==> config.mk <==
export PLATFORM = sky130hd
export DESIGN_NAME = alu_pipe
export DESIGN_NICKNAME = d
export VERILOG_FILES = /design/src/rtl/alu_pkg.sv /design/src/rtl/alu_core.sv /design/src/rtl/alu_pipe.sv
export SDC_FILE = /design/constraint.sdc
export NUM_CORES = 1
export LEC_CHECK = 0
export ABC_CLOCK_PERIOD_IN_PS = 2550
export CAP_MARGIN = 20
export CELL_PAD_IN_SITES_DETAIL_PLACEMENT = 0
export CELL_PAD_IN_SITES_GLOBAL_PLACEMENT = 1
export CORE_UTILIZATION = 35
export CTS_BUF_LIST = sky130_fd_sc_hd__clkbuf_8
export CTS_CLUSTER_SIZE = 24
export DETAILED_ROUTE_END_ITERATION = 7
export GPL_TIMING_DRIVEN = 0
export PLACE_DENSITY_LB_ADDON = 0.1
export SETUP_SLACK_MARGIN = 0.1
export SYNTH_ARGS = -nofsm -noshare
export SYNTH_HDL_FRONTEND = slang
export SYNTH_SLANG_ARGS = --single-unit
==> constraint.sdc <==
create_clock -name clk -period 2.55 [get_ports clk]
set_clock_uncertainty 0.05 [all_clocks]
set_input_delay 0.51 -clock clk [delete_from_list [all_inputs] [get_ports clk]]
set_output_delay 0.51 -clock clk [all_outputs]
set_load 0.005 [all_outputs]
==> src/rtl/alu_pkg.sv <==
// Shared opcode encoding and flag layout for the pipelined ALU.
// Latency: n/a (type and constant definitions only).
// Backpressure: n/a.
package alu_pkg;

    // Opcode encoding; codes from NUM_OPS upward are illegal
    typedef enum logic [3:0] {
        ALU_ADD = 4'd0,
        ALU_SUB = 4'd1,
        ALU_SHL = 4'd2,
        ALU_SRA = 4'd3,
        ALU_SRL = 4'd4,
        ALU_AND = 4'd5,
        ALU_OR  = 4'd6,
        ALU_XOR = 4'd7,
        ALU_EQ  = 4'd8
    } alu_op_e;

    // Bit order matches the out_flags port: {illegal, overflow, carry, negative, zero}
    typedef struct packed {
        logic illegal;
        logic overflow;
        logic carry;
        logic negative;
        logic zero;
    } alu_flags_t;

    localparam int NUM_OPS = 9;

endpackage

==> src/rtl/alu_core.sv <==
// Combinational ALU datapath: result and status flags from op, a, b.
// Latency: 0 cycles (purely combinational).
// Backpressure: none; the enclosing pipeline decides when to capture.
module alu_core
    import alu_pkg::*;
#(
    parameter int WIDTH = 8
) (
    input  logic [3:0]       op,
    input  logic [WIDTH-1:0] a,
    input  logic [WIDTH-1:0] b,
    output logic [WIDTH-1:0] result,
    output alu_flags_t       flags
);

    localparam int SHAMT_W = $clog2(WIDTH);

    logic [SHAMT_W-1:0] sh;
    logic               big;
    logic [WIDTH:0]     sum;
    logic [WIDTH:0]     diff;
    logic [WIDTH:0]     shl_ext;
    logic [WIDTH:0]     srl_ext;
    logic [WIDTH:0]     sra_ext;
    logic               carry;
    logic               overflow;
    logic               illegal;

    // Shift amount is the low B bits; any higher B bit means "shifted past the word"
    assign sh  = b[SHAMT_W-1:0];
    assign big = |b[WIDTH-1:SHAMT_W];

    // One extra bit on each arithmetic/shift vector captures carry, borrow or
    // the last bit shifted out; it reads as 0 when sh is 0
    assign sum     = {1'b0, a} + {1'b0, b};
    assign diff    = {1'b0, a} - {1'b0, b};
    assign shl_ext = {1'b0, a} << sh;
    assign srl_ext = {a, 1'b0} >> sh;
    assign sra_ext = $signed({a, 1'b0}) >>> sh;

    // Opcode decode; when the shift runs past the word the last bit out is the fill bit
    always_comb begin
        result   = '0;
        carry    = 1'b0;
        overflow = 1'b0;
        illegal  = 1'b0;
        case (op)
            ALU_ADD: begin
                result   = sum[WIDTH-1:0];
                carry    = sum[WIDTH];
                overflow = (a[WIDTH-1] == b[WIDTH-1]) && (sum[WIDTH-1] != a[WIDTH-1]);
            end
            ALU_SUB: begin
                result   = diff[WIDTH-1:0];
                carry    = diff[WIDTH];
                overflow = (a[WIDTH-1] != b[WIDTH-1]) && (diff[WIDTH-1] != a[WIDTH-1]);
            end
            ALU_SHL: begin
                if (!big) begin
                    result = shl_ext[WIDTH-1:0];
                    carry  = shl_ext[WIDTH];
                end
            end
            ALU_SRA: begin
                if (big) begin
                    result = {WIDTH{a[WIDTH-1]}};
                    carry  = a[WIDTH-1];
                end else begin
                    result = sra_ext[WIDTH:1];
                    carry  = sra_ext[0];
                end
            end
            ALU_SRL: begin
                if (!big) begin
                    result = srl_ext[WIDTH:1];
                    carry  = srl_ext[0];
                end
            end
            ALU_AND: result = a & b;
            ALU_OR:  result = a | b;
            ALU_XOR: result = a ^ b;
            ALU_EQ:  result = {{(WIDTH-1){1'b0}}, (a == b)};
            default: illegal = 1'b1;
        endcase
    end

    // Illegal ops leave result at 0, so zero=1 and negative=0 fall out naturally
    assign flags = '{
        illegal:  illegal,
        overflow: overflow,
        carry:    carry,
        negative: result[WIDTH-1],
        zero:     (result == '0)
    };

endmodule

==> src/rtl/alu_pipe.sv <==
// Two-stage pipelined ALU with sideband tag: operand register, then compute/result register.
// Latency: 2 cycles from input transfer to out_valid; 1 op/cycle sustained.
// Backpressure: out_ready low freezes the result stage; in_ready drops only when both stages are full.
module alu_pipe
    import alu_pkg::*;
#(
    parameter int WIDTH = 8,
    parameter int TAG_W = 4
) (
    input  logic             clk,
    input  logic             rst_n,
    input  logic             in_valid,
    output logic             in_ready,
    input  logic [3:0]       in_op,
    input  logic [WIDTH-1:0] in_a,
    input  logic [WIDTH-1:0] in_b,
    input  logic [TAG_W-1:0] in_tag,
    output logic             out_valid,
    input  logic             out_ready,
    output logic [WIDTH-1:0] out_result,
    output logic [TAG_W-1:0] out_tag,
    output logic [4:0]       out_flags
);

    // Operand stage
    logic             s1_valid;
    logic [3:0]       s1_op;
    logic [WIDTH-1:0] s1_a;
    logic [WIDTH-1:0] s1_b;
    logic [TAG_W-1:0] s1_tag;

    // Result stage
    logic             s2_valid;
    logic [WIDTH-1:0] s2_result;
    alu_flags_t       s2_flags;
    logic [TAG_W-1:0] s2_tag;

    logic             s1_load;
    logic             s2_load;
    logic [WIDTH-1:0] core_result;
    alu_flags_t       core_flags;

    // A stage may load when it is empty or its contents move on this cycle
    assign s2_load  = !s2_valid || out_ready;
    assign s1_load  = !s1_valid || s2_load;
    assign in_ready = rst_n && s1_load;

    alu_core #(
        .WIDTH (WIDTH)
    ) u_core (
        .op     (s1_op),
        .a      (s1_a),
        .b      (s1_b),
        .result (core_result),
        .flags  (core_flags)
    );

    // Operand stage capture; data only moves when a real op arrives
    always_ff @(posedge clk) begin
        if (!rst_n) begin
            s1_valid <= 1'b0;
            s1_op    <= '0;
            s1_a     <= '0;
            s1_b     <= '0;
            s1_tag   <= '0;
        end else if (s1_load) begin
            s1_valid <= in_valid;
            if (in_valid) begin
                s1_op  <= in_op;
                s1_a   <= in_a;
                s1_b   <= in_b;
                s1_tag <= in_tag;
            end
        end
    end

    // Result stage capture; holds steady while the consumer stalls
    always_ff @(posedge clk) begin
        if (!rst_n) begin
            s2_valid  <= 1'b0;
            s2_result <= '0;
            s2_flags  <= '0;
            s2_tag    <= '0;
        end else if (s2_load) begin
            s2_valid <= s1_valid;
            if (s1_valid) begin
                s2_result <= core_result;
                s2_flags  <= core_flags;
                s2_tag    <= s1_tag;
            end
        end
    end

    assign out_valid  = s2_valid;
    assign out_result = s2_result;
    assign out_tag    = s2_tag;
    assign out_flags  = s2_flags;

endmodule

==> flow_summary_export.csv <==
group,metric,value,unit
synth,ys_seq_area_frac,0.238,
timing,finalSetupTns,-0.0989,ns
hold_path,hp-class,"reg -> reg",
timing,worst_pin_slew,0.777,ns
floorplan,die_h,103,um
cells_and_area,final_nets,581,
synth,syn_inst,449,
power_and_ir_drop,p_int,1.21,mW
synth,async_flop_share,0,
routing,ant_nets,0,
status,run_status,"complete, but fails checks",
timing,hold_ws,0.410,ns
synth,yosysMostFrequentCell,"nand2_1",
critical_path,cpMaxStageDelayCell,"dfxtp_4",
grt,grt_pass1_vias,3577,
critical_path,arrival,2.76,ns
timing,setup_viol,2,
timing,setup_ws,-0.0756,ns
placed_design,place.port_buffers,46,
routing,dr.pass1.iters,6,
power_and_ir_drop,net-switching-power,680,uW
synth,yosys_register_bits,42,
power_and_ir_drop,swShare,0.361,
floorplan,dieArea,0.0105,mm^2
grt,grt_max_degree,14,
critical_path,crit_fanout,4,
cells_and_area,area_delta_synth_final,33.9,%
timing,rsz0062_at_grt,"yes",
synth,synthTopCellsByCount,"nand2_1, dfxtp_1, a21boi_0",
routing,route.detailed.drc,0,
grt,top_usage_layer,"met2",
timing,period_minus_slack,2.63,ns
run,cap_violations,0,
synth,synth_edf_count,0,
power_and_ir_drop,leakage,1.73,nW
critical_path,cp_cell_sequence,"ha_4 > fa_2 > a211o_1 > a21oi_2 > o21bai_2 > a221o_1 > a221o_1 > nand2_1 > a21boi_1",
synth,synth_top_area_share,0.238,
floorplan,rows,36,
cts,cts_max_level,2,
grt,grt_use_met1,0.346,
cells_and_area,antenna-diode-count,0,
synth,yosys_warnings,0,
synth,yosys.area.top_type,"dfxtp_1",
grt,grt_pass1_wl,19800,um
routing,vias,3742,
cts,clockBufferDepth,2,
critical_path,crit_top_cell,"a221o_1",
cells_and_area,n_fill_cell,988,
grt,use_met3,0.0319,
grt,grt_overflow,0,
grt,antenna_found_initial,0,
power_and_ir_drop,p_comb_frac,0.372,
critical_path,required,2.69,ns
power_and_ir_drop,seqPwrFrac,0.390,
synth,synth_top_family_by_area,"compound AO/OA/AOI/OAI gates",
grt,grtUsageTotal,0.250,
synth,synth.area.mux_share,0.0817,
synth,synth_compound_area_frac,0.285,
timing,max_freq,0.381,GHz
cts,cts_tree,"built",
placed_design,hpwl,9360,um
routing,viasPerCell,5.67,
timing,max_slew_margin,0.477,
synth,synth_xor_area_frac,0.00495,
cts,clkSinkCount,42,
power_and_ir_drop,clkPwrFrac,0.238,
critical_path,endpoint_kind,"register",
critical_path,crit_path_max_incr_delay,0.39,ns
synth,ys.flop_type,"dfxtp_1",
synth,synth_area_leaders,"dfxtp_1, ha_1, nand2_1",
critical_path,crit_type,"reg -> reg",
floorplan,chipWidth,103,um
cts,clock_latency,0.31,ns
timing,drv_slew,0,
power_and_ir_drop,power.density,398,mW/mm^2
routing,drtIter0Drc,260,
cts,numCtsBuffers,5,
critical_path,startpoint_type,"register",
routing,wl_per_cell,19.0,um
synth,synth_cell_types,69,
cts,cts-root-buf,"clkbuf_8",
floorplan,io_pins,47,
power_and_ir_drop,peakVddDrop,0.000190,V
synth,netlist_area,0.00354,mm^2
floorplan,start_util,0.362,
timing,hold_violations,0,
timing,finalCritPeriodShare,1.03,
synth,synthAdderAreaFrac,0.0997,
power_and_ir_drop,power.total,1.89,mW
synth,syn_nets,504,
status,violations,"negative setup slack",
placed_design,gp_congestion,0.962,
routing,routed_wl,12600,um
cts,clk_pin_slew_worst_paths,0.10,ns
floorplan,core_area,0.00977,mm^2
synth,synth_simple_gate_area_frac,0.222,
synth,avgSynthCellArea,7.88,um^2
grt,grt_use_met2,0.403,
cells_and_area,drive_gt1_frac,0.209,
-- layer usage --
| metal | up-vias | share of wire | routed length (um) |
|---|---|---|---|
| li1 | 1783 | - | - |
| met3 | 32 | 0.056 | 709 |
| met2 | 140 | 0.46 | 5820 |
| met5 | - | 0 | 0 |
| met4 | 0 | 0.024 | 306 |
| met1 | 1787 | 0.46 | 5730 |
-- metrics by stage --
stage                     instance area, um^2  cells   util  worst slack [ns]
final                                    4740    660  0.485           -0.0756
after global routing                     4740    660  0.485            -0.145
after CTS                                4580    654  0.469           -0.0984
after detailed placement                 4220    629  0.432            -0.522
after global placement                   4210    628  0.431            -0.543
after floorplan                          3590    449      -             0.105
-- timing repair --
action	CTS	global route
buffers inserted	18	6
setup endpoints to repair	11	11
resized for setup	42	24
pin swaps	17	11
hold buffers	0	0
-- cells in the final DEF (no fill, tap or decap), types with 4 or more instances in the layout --
master / instances
o211ai_1: 7
nand2b_1: 6
nor3_1: 8
a31oi_1: 4
dfxtp_4: 5
nor4_1: 5
nand2_1: 74
nor2_1: 15
nor2b_1: 6
ha_1: 18
clkbuf_8: 6
clkbuf_1: 15
o21ai_0: 16
a22oi_1: 4
a21boi_0: 28
a21oi_1: 23
nand4_1: 5
buf_2: 8
mux2i_1: 12
clkdlybuf4s50_1: 45
or3_1: 4
inv_1: 19
a21o_1: 5
buf_4: 27
nand3_1: 9
and2_1: 6
a211oi_1: 4
dfxtp_2: 6
o22ai_1: 7
mux4_2: 7
ha_4: 5
dfxtp_1: 31
-- worst paths after layout --
| kind | from | to | slack (ns) | cells past startpoint |
|---|---|---|---|---|
| max | s1_a[0] | out_result[6] | -0.08 | 9 |
| min | s1_tag[1] | out_tag[1] | 0.41 | 2 |
| max reg2reg | s1_a[0] | out_result[6] | -0.08 | 9 |
| min reg2reg | s1_tag[1] | out_tag[1] | 0.41 | 2 |
-- sequential cells by signal, indices dropped and copies added, names as in the netlist --
register    flops
out_valid       1
out_flags       4
s1_op           4
s1_b            8
s1_a            8
s1_tag          4
out_tag         4
s1_valid        1
out_result      8
-- worst max-delay path, delay by kind of cell (launching register included) --
family	cells	cell delay (ns)
flops	1	0.39
simple gates	1	0.12
compound gates	6	1.39
fa+ha+maj	2	0.55
-- cell families (layout without fill, tap and decap cells) --
family | Yosys count | count (layout)
and+or+nand+nor | 158 | 158
AOI/OAI and AO/OA | 142 | 142
buffers and inverters | 58 | 136
DFF | 42 | 42
adders and majority gates | 27 | 27
muxes | 20 | 20
xor gates and xnor gates | 2 | 2
-- cell type report --
class / instances / area, um^2 / share of cell area
Multi-Input combinational cell: 349 / 2660 / 0.561
Sequential cell: 42 / 867 / 0.183
Timing Repair Buffer: 70 / 637 / 0.134
Buffer: 34 / 218 / 0.0460
Tap cell: 133 / 166 / 0.0351
Inverter: 24 / 104 / 0.0219
Clock buffer: 5 / 68.8 / 0.0145
Clock inverter: 3 / 17.5 / 0.00370
-- power groups by stage --
stage	clock (mW)	combinational (mW)	sequential [mW]
global route	0.490	0.763	0.740
detailed placement	0	0.588	0.753
CTS	0.465	0.657	0.734
finish	0.449	0.702	0.735
global placement	0	0.589	0.752
floorplan	0	0.382	0.737
No activity file was read; power rests on OpenSTA's default activity.
